===== config.mk =====
export PLATFORM = sky130hd
export DESIGN_NAME = can_rx_handler
export DESIGN_NICKNAME = d
export VERILOG_FILES = /design/src/rtl/can_pkg.sv /design/src/rtl/can_bit_timing.sv /design/src/rtl/can_rx_handler.sv
export SDC_FILE = /design/constraint.sdc
export NUM_CORES = 1
export LEC_CHECK = 0
export CAP_MARGIN = 10
export CORE_UTILIZATION = 35
export DETAILED_ROUTE_END_ITERATION = 10
export PLACE_DENSITY = 0.64
export SETUP_SLACK_MARGIN = 0.4
export SLEW_MARGIN = 20
export SYNTH_ARGS = -nofsm -noshare
export SYNTH_HDL_FRONTEND = slang
export SYNTH_SLANG_ARGS = --single-unit

===== constraint.sdc =====
create_clock -name clk_can -period 3.2 [get_ports clk_can]
set_input_delay 0.96 -clock clk_can [delete_from_list [all_inputs] [get_ports clk_can]]
set_output_delay 0.96 -clock clk_can [all_outputs]
set_load 0.005 [all_outputs]

===== src/rtl/can_pkg.sv =====
// Shared CAN definitions: receive FSM states, frame field lengths, CRC-15 helpers.
package can_pkg;

  typedef enum logic [3:0] {
    ST_IDLE, ST_SOF, ST_ID, ST_RTR, ST_IDE, ST_R0, ST_DLC, ST_DATA,
    ST_CRC, ST_CRC_DEL, ST_ACK, ST_ACK_DEL, ST_EOF, ST_ERROR, ST_IGNORE
  } can_rx_state_e;

  localparam logic [14:0] CAN_CRC_POLY      = 15'h4599;
  localparam int unsigned CAN_ID_LEN        = 11;
  localparam int unsigned CAN_DLC_LEN       = 4;
  localparam int unsigned CAN_CRC_LEN       = 15;
  localparam int unsigned CAN_EOF_LEN       = 7;
  localparam int unsigned CAN_IDLE_RECOVERY = 11;
  localparam int unsigned CAN_MIN_BIT_TIME  = 4;

  function automatic logic [14:0] can_crc15_step(input logic [14:0] crc, input logic b);
    logic [14:0] sh;
    sh = {crc[13:0], 1'b0};
    return (b ^ crc[14]) ? (sh ^ CAN_CRC_POLY) : sh;
  endfunction

  // Number of payload bits on the bus for a given DLC/RTR.
  function automatic logic [6:0] can_data_bits(input logic [3:0] dlc, input logic rtr);
    if (rtr) return '0;
    if (dlc > 4'd8) return 7'd64;
    return {dlc, 3'b000};
  endfunction

endpackage


===== src/rtl/can_bit_timing.sv =====
// Bit-time counter with hard sync; emits mid-bit sample and end-of-bit wrap strobes.
module can_bit_timing
  import can_pkg::*;
(
  input  logic        i_clk,
  input  logic        i_rst_n,
  input  logic [15:0] i_bit_time,
  input  logic        i_hard_sync,
  output logic        o_sample,
  output logic        o_wrap
);

  logic [15:0] r_cnt;
  logic [15:0] w_bt;

  assign w_bt     = (i_bit_time < 16'(CAN_MIN_BIT_TIME)) ? 16'(CAN_MIN_BIT_TIME) : i_bit_time;
  assign o_wrap   = !i_hard_sync && (r_cnt >= w_bt - 16'd1);
  assign o_sample = !i_hard_sync && (r_cnt == (w_bt >> 1));

  // The hard-sync cycle itself counts as position 0 of the new bit.
  always_ff @(posedge i_clk or negedge i_rst_n) begin
    if (!i_rst_n)         r_cnt <= '0;
    else if (i_hard_sync) r_cnt <= 16'd1;
    else if (o_wrap)      r_cnt <= '0;
    else                  r_cnt <= r_cnt + 16'd1;
  end

endmodule


===== src/rtl/can_rx_handler.sv =====
// CAN 2.0A receiver: hard sync, destuffing, CRC-15 check, ACK drive, frame delivery.
module can_rx_handler
  import can_pkg::*;
#(
  parameter int unsigned DATA_WIDTH = 64,
  parameter int unsigned ID_WIDTH   = 32
) (
  input  logic                  clk_can,
  input  logic                  rst_n,
  input  logic                  can_rx,
  input  logic                  rx_enable,
  input  logic [15:0]           bit_time,
  output logic [ID_WIDTH-1:0]   rx_id,
  output logic [3:0]            rx_dlc,
  output logic                  rx_rtr,
  output logic [DATA_WIDTH-1:0] rx_data,
  output logic                  rx_valid,
  output logic                  rx_busy,
  output logic                  ack_drive,
  output logic                  stuff_err,
  output logic                  crc_err,
  output logic                  form_err
);

  logic r_sync1, r_sync, r_sync_d;
  logic w_hard_sync, w_sample, w_wrap, w_bit;
  can_rx_state_e r_state, w_state_nxt;
  logic [6:0]  r_bit_cnt, w_data_len;
  logic [2:0]  r_run_cnt;
  logic        r_last_bit;
  logic [14:0] r_crc, r_crc_rx;
  logic [10:0] r_id_sh, r_rx_id;
  logic        r_rtr_sh, r_rx_rtr;
  logic [3:0]  r_dlc_sh, r_rx_dlc, w_dlc_full;
  logic [DATA_WIDTH-1:0] r_data_sh, r_rx_data;
  logic [5:0]  w_data_idx;
  logic        w_stuff_zone, w_stuff_slot;
  logic        w_valid, w_stuff_err, w_crc_err, w_form_err;
  logic        r_rx_valid, r_stuff_err, r_crc_err, r_form_err, r_ack;

  always_ff @(posedge clk_can or negedge rst_n) begin
    if (!rst_n) begin
      r_sync1  <= 1'b0;
      r_sync   <= 1'b0;
      r_sync_d <= 1'b0;
    end else begin
      r_sync1  <= can_rx;
      r_sync   <= r_sync1;
      r_sync_d <= r_sync;
    end
  end

  assign w_bit       = r_sync;
  assign w_hard_sync = (r_state == ST_IDLE) && rx_enable && r_sync_d && !r_sync;

  can_bit_timing u_bit_timing (
    .i_clk       (clk_can),
    .i_rst_n     (rst_n),
    .i_bit_time  (bit_time),
    .i_hard_sync (w_hard_sync),
    .o_sample    (w_sample),
    .o_wrap      (w_wrap)
  );

  // A stuff bit may still follow the last CRC bit; it is consumed while in CRC_DEL.
  assign w_stuff_zone = (r_state inside {[ST_SOF:ST_CRC]}) ||
                        ((r_state == ST_CRC_DEL) && (r_run_cnt == 3'd5));
  assign w_stuff_slot = w_stuff_zone && (r_run_cnt == 3'd5);
  assign w_dlc_full   = {r_dlc_sh[2:0], w_bit};
  assign w_data_len   = can_data_bits(r_dlc_sh, r_rtr_sh);
  assign w_data_idx   = {r_bit_cnt[5:3], ~r_bit_cnt[2:0]};

  always_ff @(posedge clk_can or negedge rst_n) begin
    if (!rst_n) r_state <= ST_IDLE;
    else        r_state <= w_state_nxt;
  end

  always_comb begin
    w_state_nxt = r_state;
    w_valid     = 1'b0;
    w_stuff_err = 1'b0;
    w_crc_err   = 1'b0;
    w_form_err  = 1'b0;
    if (w_hard_sync) begin
      w_state_nxt = ST_SOF;
    end else if (w_sample && (r_state != ST_IDLE)) begin
      if (w_stuff_slot) begin
        if (w_bit == r_last_bit) begin
          w_stuff_err = 1'b1;
          w_state_nxt = ST_ERROR;
        end
      end else begin
        case (r_state)
          ST_SOF:  w_state_nxt = w_bit ? ST_IDLE : ST_ID;
          ST_ID:   if (r_bit_cnt == 7'(CAN_ID_LEN - 1)) w_state_nxt = ST_RTR;
          ST_RTR:  w_state_nxt = ST_IDE;
          ST_IDE:  w_state_nxt = w_bit ? ST_IGNORE : ST_R0;
          ST_R0:   w_state_nxt = ST_DLC;
          ST_DLC:
            if (r_bit_cnt == 7'(CAN_DLC_LEN - 1))
              w_state_nxt = (can_data_bits(w_dlc_full, r_rtr_sh) == '0) ? ST_CRC : ST_DATA;
          ST_DATA: if (r_bit_cnt == w_data_len - 7'd1) w_state_nxt = ST_CRC;
          ST_CRC:  if (r_bit_cnt == 7'(CAN_CRC_LEN - 1)) w_state_nxt = ST_CRC_DEL;
          ST_CRC_DEL: begin
            if (!w_bit) begin
              w_form_err  = 1'b1;
              w_state_nxt = ST_ERROR;
            end else if (r_crc_rx != r_crc) begin
              w_crc_err   = 1'b1;
              w_state_nxt = ST_ERROR;
            end else begin
              w_state_nxt = ST_ACK;
            end
          end
          ST_ACK:  w_state_nxt = ST_ACK_DEL;
          ST_ACK_DEL: begin
            w_form_err  = !w_bit;
            w_state_nxt = w_bit ? ST_EOF : ST_ERROR;
          end
          ST_EOF: begin
            if (!w_bit) begin
              w_form_err  = 1'b1;
              w_state_nxt = ST_ERROR;
            end else if (r_bit_cnt == 7'(CAN_EOF_LEN - 1)) begin
              w_valid     = 1'b1;
              w_state_nxt = ST_IDLE;
            end
          end
          ST_ERROR, ST_IGNORE:
            if (w_bit && (r_bit_cnt == 7'(CAN_IDLE_RECOVERY - 1))) w_state_nxt = ST_IDLE;
          default: ;
        endcase
      end
    end
  end

  always_ff @(posedge clk_can or negedge rst_n) begin
    if (!rst_n) begin
      r_bit_cnt   <= '0;
      r_run_cnt   <= '0;
      r_last_bit  <= 1'b0;
      r_crc       <= '0;
      r_crc_rx    <= '0;
      r_id_sh     <= '0;
      r_rtr_sh    <= 1'b0;
      r_dlc_sh    <= '0;
      r_data_sh   <= '0;
      r_rx_id     <= '0;
      r_rx_rtr    <= 1'b0;
      r_rx_dlc    <= '0;
      r_rx_data   <= '0;
      r_rx_valid  <= 1'b0;
      r_stuff_err <= 1'b0;
      r_crc_err   <= 1'b0;
      r_form_err  <= 1'b0;
      r_ack       <= 1'b0;
    end else begin
      r_rx_valid  <= w_valid;
      r_stuff_err <= w_stuff_err;
      r_crc_err   <= w_crc_err;
      r_form_err  <= w_form_err;
      if (w_wrap) r_ack <= (r_state == ST_ACK);
      if (w_hard_sync) begin
        r_bit_cnt  <= '0;
        r_run_cnt  <= '0;
        r_last_bit <= 1'b0;
        r_crc      <= '0;
        r_crc_rx   <= '0;
        r_id_sh    <= '0;
        r_rtr_sh   <= 1'b0;
        r_dlc_sh   <= '0;
        r_data_sh  <= '0;
      end else if (w_sample && (r_state != ST_IDLE)) begin
        if (w_stuff_zone) begin
          r_last_bit <= w_bit;
          r_run_cnt  <= (w_stuff_slot || (w_bit != r_last_bit) || (r_run_cnt == '0)) ?
                        3'd1 : r_run_cnt + 3'd1;
        end
        if (w_state_nxt != r_state)
          r_bit_cnt <= '0;
        else if (!w_stuff_slot)
          r_bit_cnt <= ((r_state inside {ST_ERROR, ST_IGNORE}) && !w_bit) ? '0 : r_bit_cnt + 7'd1;
        if (!w_stuff_slot) begin
          if (r_state inside {[ST_SOF:ST_DATA]}) r_crc <= can_crc15_step(r_crc, w_bit);
          case (r_state)
            ST_ID:   r_id_sh  <= {r_id_sh[9:0], w_bit};
            ST_RTR:  r_rtr_sh <= w_bit;
            ST_DLC:  r_dlc_sh <= w_dlc_full;
            ST_DATA: r_data_sh[w_data_idx] <= w_bit;
            ST_CRC:  r_crc_rx <= {r_crc_rx[13:0], w_bit};
            default: ;
          endcase
        end
      end
      if (w_valid) begin
        r_rx_id   <= r_id_sh;
        r_rx_rtr  <= r_rtr_sh;
        r_rx_dlc  <= r_dlc_sh;
        r_rx_data <= r_data_sh;
      end
    end
  end

  assign rx_id     = {{(ID_WIDTH - 11){1'b0}}, r_rx_id};
  assign rx_dlc    = r_rx_dlc;
  assign rx_rtr    = r_rx_rtr;
  assign rx_data   = r_rx_data;
  assign rx_valid  = r_rx_valid;
  assign rx_busy   = (r_state != ST_IDLE);
  assign ack_drive = r_ack;
  assign stuff_err = r_stuff_err;
  assign crc_err   = r_crc_err;
  assign form_err  = r_form_err;

endmodule


==> results by group <==
Route
  • Final ANT Viol Nets: 0
  • Vias per cell: 5.259
  • Vias: 9,656
  • Iter 0 DRT Violations: 687
  • DRC Markers: 0
  • DR pass1 iterations: 5
  • Final WL: 33,410 um
  • DR WL/cell: 18.19 um

Setup path
  • Critical path class: input port to flip-flop
  • RR Endpoint: r_bit_cnt[0]
  • Critical path endpoint category: flip-flop
  • CP startpoint kind: input port
  • R2R Path Start: r_rtr_sh
  • Worst path required time: 3.66 ns
  • Critical Path AT: 4.59 ns
  • FF-to-FF setup slack: 0 ns
  • Crit path max fanout: 7
  • R2R depth: 10

Outcome
  • Outcome: complete, but fails checks
  • Failing checks: setup timing

Clock tree
  • CTS tree: done
  • H-tree levels: 1
  • Clk pin slew, worst setup/hold paths: 0.05 ns
  • CTS max path bufs: 3
  • Clk Latency, worst-skew pair: 0.53 ns
  • TritonCTS Buffers: 25
  • Hold buffer count at cts: 0
  • CTS Sinks: 229
  • Root Buffer: clkbuf_16

Cells and area
  • End-of-flow core utilization: 0.5149
  • Final non-filler cell total: 1,836
  • Final design instance area without fill: 16,790 um^2
  • Fill cell count: 2,790
  • Area Growth Syn to Fin: 44.13%
  • Final net count: 1,421
  • Layout cell share with drive strength beyond 1: 0.3625

Timing
  • Final TNS setup: -113.34 ns
  • Relative slew margins: 0.2807
  • Final min period: 4.137 ns
  • RSZ-0062 raised after global routing: true
  • Final setup viols: 225
  • Final hold vios: 0
  • Fmax: 241.7 MHz
  • Worst slew pin tran: 1.074 ns
  • Final Cycle Share: 1.293
  • Worst Skew: 0.01437 ns
  • Max-slew violations: 0
  • Worst Slack Setup Final: -0.9366 ns

Synthesis
  • EDFF count, synth: 0
  • Most used DFF post-synth: dfrtp_1
  • Netlist Area Pre-Place: 11,650 um^2
  • Yosys warns: 0
  • Synth cell types: 74
  • Async set or reset register ratio after synthesis: 1.000
  • Mean post-synth cell area: 10.18 um^2
  • Post-synthesis sequential area ratio: 0.4918
  • Mapped Cells: 1,145
  • FF+latch count, synth: 229

Placed design
  • Post-DP Area: 14,370 um^2
  • Placer Congestion: 0.8493
  • Port buffer count: 105
  • Post-Place Cells: 1,729
  • DP HPWL: 21,070 um

Die
  • Initial core utilization: 0.3572
  • Height of the die: 184.5 um
  • Std-Cell Core Area: 32,620 um^2
  • Die area: 34,030 um^2
  • Die W: 184.5 um
  • Site Rows: 66
  • # IOs: 127

Power
  • LEAKAGE: 0.007150 uW
  • Pwr Density: 395.5 nW/um^2
  • Design Power: 6642 uW
  • Worst vdd ir: 0.4167 mV

Global route
  • Largest net degree at the start of global routing: 69
  • First-pass GRT wire length: 51,620 um
  • Initial antenna violation count: 1
  • GRT overflow: 0
  • All-Layer GR Usage: 0.1905
  • Vias in the first global route: 9,434

Job
  • Max_cap viols: 0

Hold path
  • Hold crit path type: flip-flop to flip-flop
  • WHS Path Cells: 0
  • WHS Endpoint: r_sync
  • Hold_sp: r_sync1
==> worst max-delay path by stage <==
stage	startpoint	end	slack, ns	depth (start not counted)
3_3_place_gp	bit_time[8]	u_bit_timing.r_cnt[11]	-1.62	19
2_1_floorplan	bit_time[8]	u_bit_timing.r_cnt[10]	-1.25	18
3_5_place_dp	bit_time[8]	u_bit_timing.r_cnt[12]	-1.78	19
4_1_cts	bit_time[9]	u_bit_timing.r_cnt[8]	-0.87	19
6_report	bit_time[6]	u_bit_timing.r_cnt[9]	-0.94	19
5_1_grt	bit_time[6]	u_bit_timing.r_cnt[9]	-1.09	19
==> repair_timing <==
action                     4_1_cts  5_1_grt
resized for setup              128      156
setup endpoints to repair      227      227
pin swaps                       58       36
setup buffers                   21       20
cloned                          16        6
==> layer usage <==
layer  vias up  wire length, um  GRT usage
li1       4514                -          -
met2       275            15840     0.3014
met3        45             1873    0.02687
met5         -                0          0
met1      4822            15060     0.2732
met4         0              632    0.04667
==> synth_stat cells (8+ instances only) <==
| master | number | share of area |
|---|---|---|
| dfrtp_1 | 229 | 0.49 |
| o21ai_0 | 152 | 0.065 |
| nand2_1 | 110 | 0.035 |
| mux2_2 | 83 | 0.080 |
| a21oi_1 | 73 | 0.031 |
| nor2_1 | 54 | 0.017 |
| clkbuf_1 | 42 | 0.014 |
| xnor2_1 | 40 | 0.030 |
| nand3_1 | 36 | 0.015 |
| buf_4 | 29 | 0.019 |
| xor2_1 | 28 | 0.021 |
| ha_1 | 24 | 0.026 |
| nor3_1 | 20 | 0.0086 |
| o21ai_1 | 20 | 0.0086 |
| inv_1 | 16 | 0.0052 |
| nor4_1 | 13 | 0.0070 |
| nand2b_1 | 11 | 0.0059 |
| and3_1 | 10 | 0.0054 |
| buf_2 | 10 | 0.0043 |
| nand3_4 | 8 | 0.012 |
| nand4_1 | 8 | 0.0043 |
==> critical path, stage by stage <==
cell	delay, ns
buf_6	0.09
or4_4	0.54
nor4_4	0.35
nand2_2	0.14
nand2_2	0.12
ha_4	0.15
nand3_4	0.08
nor3_4	0.14
xnor2_1	0.14
ha_1	0.27
a21o_1	0.19
a211oi_2	0.21
nand2_1	0.11
nor4_2	0.17
o21ai_1	0.14
a221oi_2	0.33
nand2_1	0.16
buf_6	0.21
nor2_4	0.09
==> where the power goes <==
group / total, uW / internal, uW / switching [uW]
sequential: 3080 / 2960 / 121
clock: 2860 / 1690 / 1170
combinational: 707 / 331 / 376
==> state kept, by name, summed over array words and instances (netlist names), 3 cells and up <==
| register | count |
|---|---|
| r_rx_id | 11 |
| r_run_cnt | 3 |
| u_bit_timing.r_cnt | 16 |
| rx_dlc | 4 |
| rx_data | 64 |
| r_bit_cnt | 7 |
| r_state | 4 |
| r_data_sh | 64 |
| r_id_sh | 11 |
| r_crc | 15 |
| r_dlc_sh | 4 |
| r_crc_rx | 15 |
==> metrics by stage <==
stage	hold slack, ns	setup WS (ns)
finish	0.3554	-0.9366
global route	0.3808	-1.088
CTS	0.3596	-0.8671
detailed placement	0.3472	-1.781
global placement	0.3395	-1.624
floorplan	0.3312	-1.252
==> logic make-up (layout without fill, tap and decap cells) <==
logic type	Yosys count	count (layout)	synth area share
other cells	1	22	0.0003218
fa+ha+maj	24	24	0.02577
compound gates	312	314	0.1551
flops	229	229	0.4918
buf+inv	105	328	0.04564
xor+xnor	68	68	0.05111
mux	86	86	0.08279
simple gates	320	323	0.1475
==> layout by cell type (no fill, tap or decap), drive strengths merged, types with 21 or more instances in the layout <==
cell,n
a21oi,74
buf,162
clkbuf,47
clkdlybuf4s50,93
conb,21
dfrtp,229
ha,24
mux2,83
nand2,110
nand3,45
nor2,54
nor3,25
o21ai,174
xnor2,40
xor2,28
==> final cells by class <==
type	count	area (um^2)	share of cell area
Inverter	17	63.81	0.003799
Tap cell	442	553.0	0.03293
Antenna cell	1	2.502	0.0001490
Sequential cell	229	5733	0.3414
Clock buffer	38	744.5	0.04433
Multi-Input combinational cell	836	6754	0.4021
Clock inverter	5	71.32	0.004246
Timing Repair Buffer	268	2873	0.1710
No activity file was read; power rests on OpenSTA's default activity.
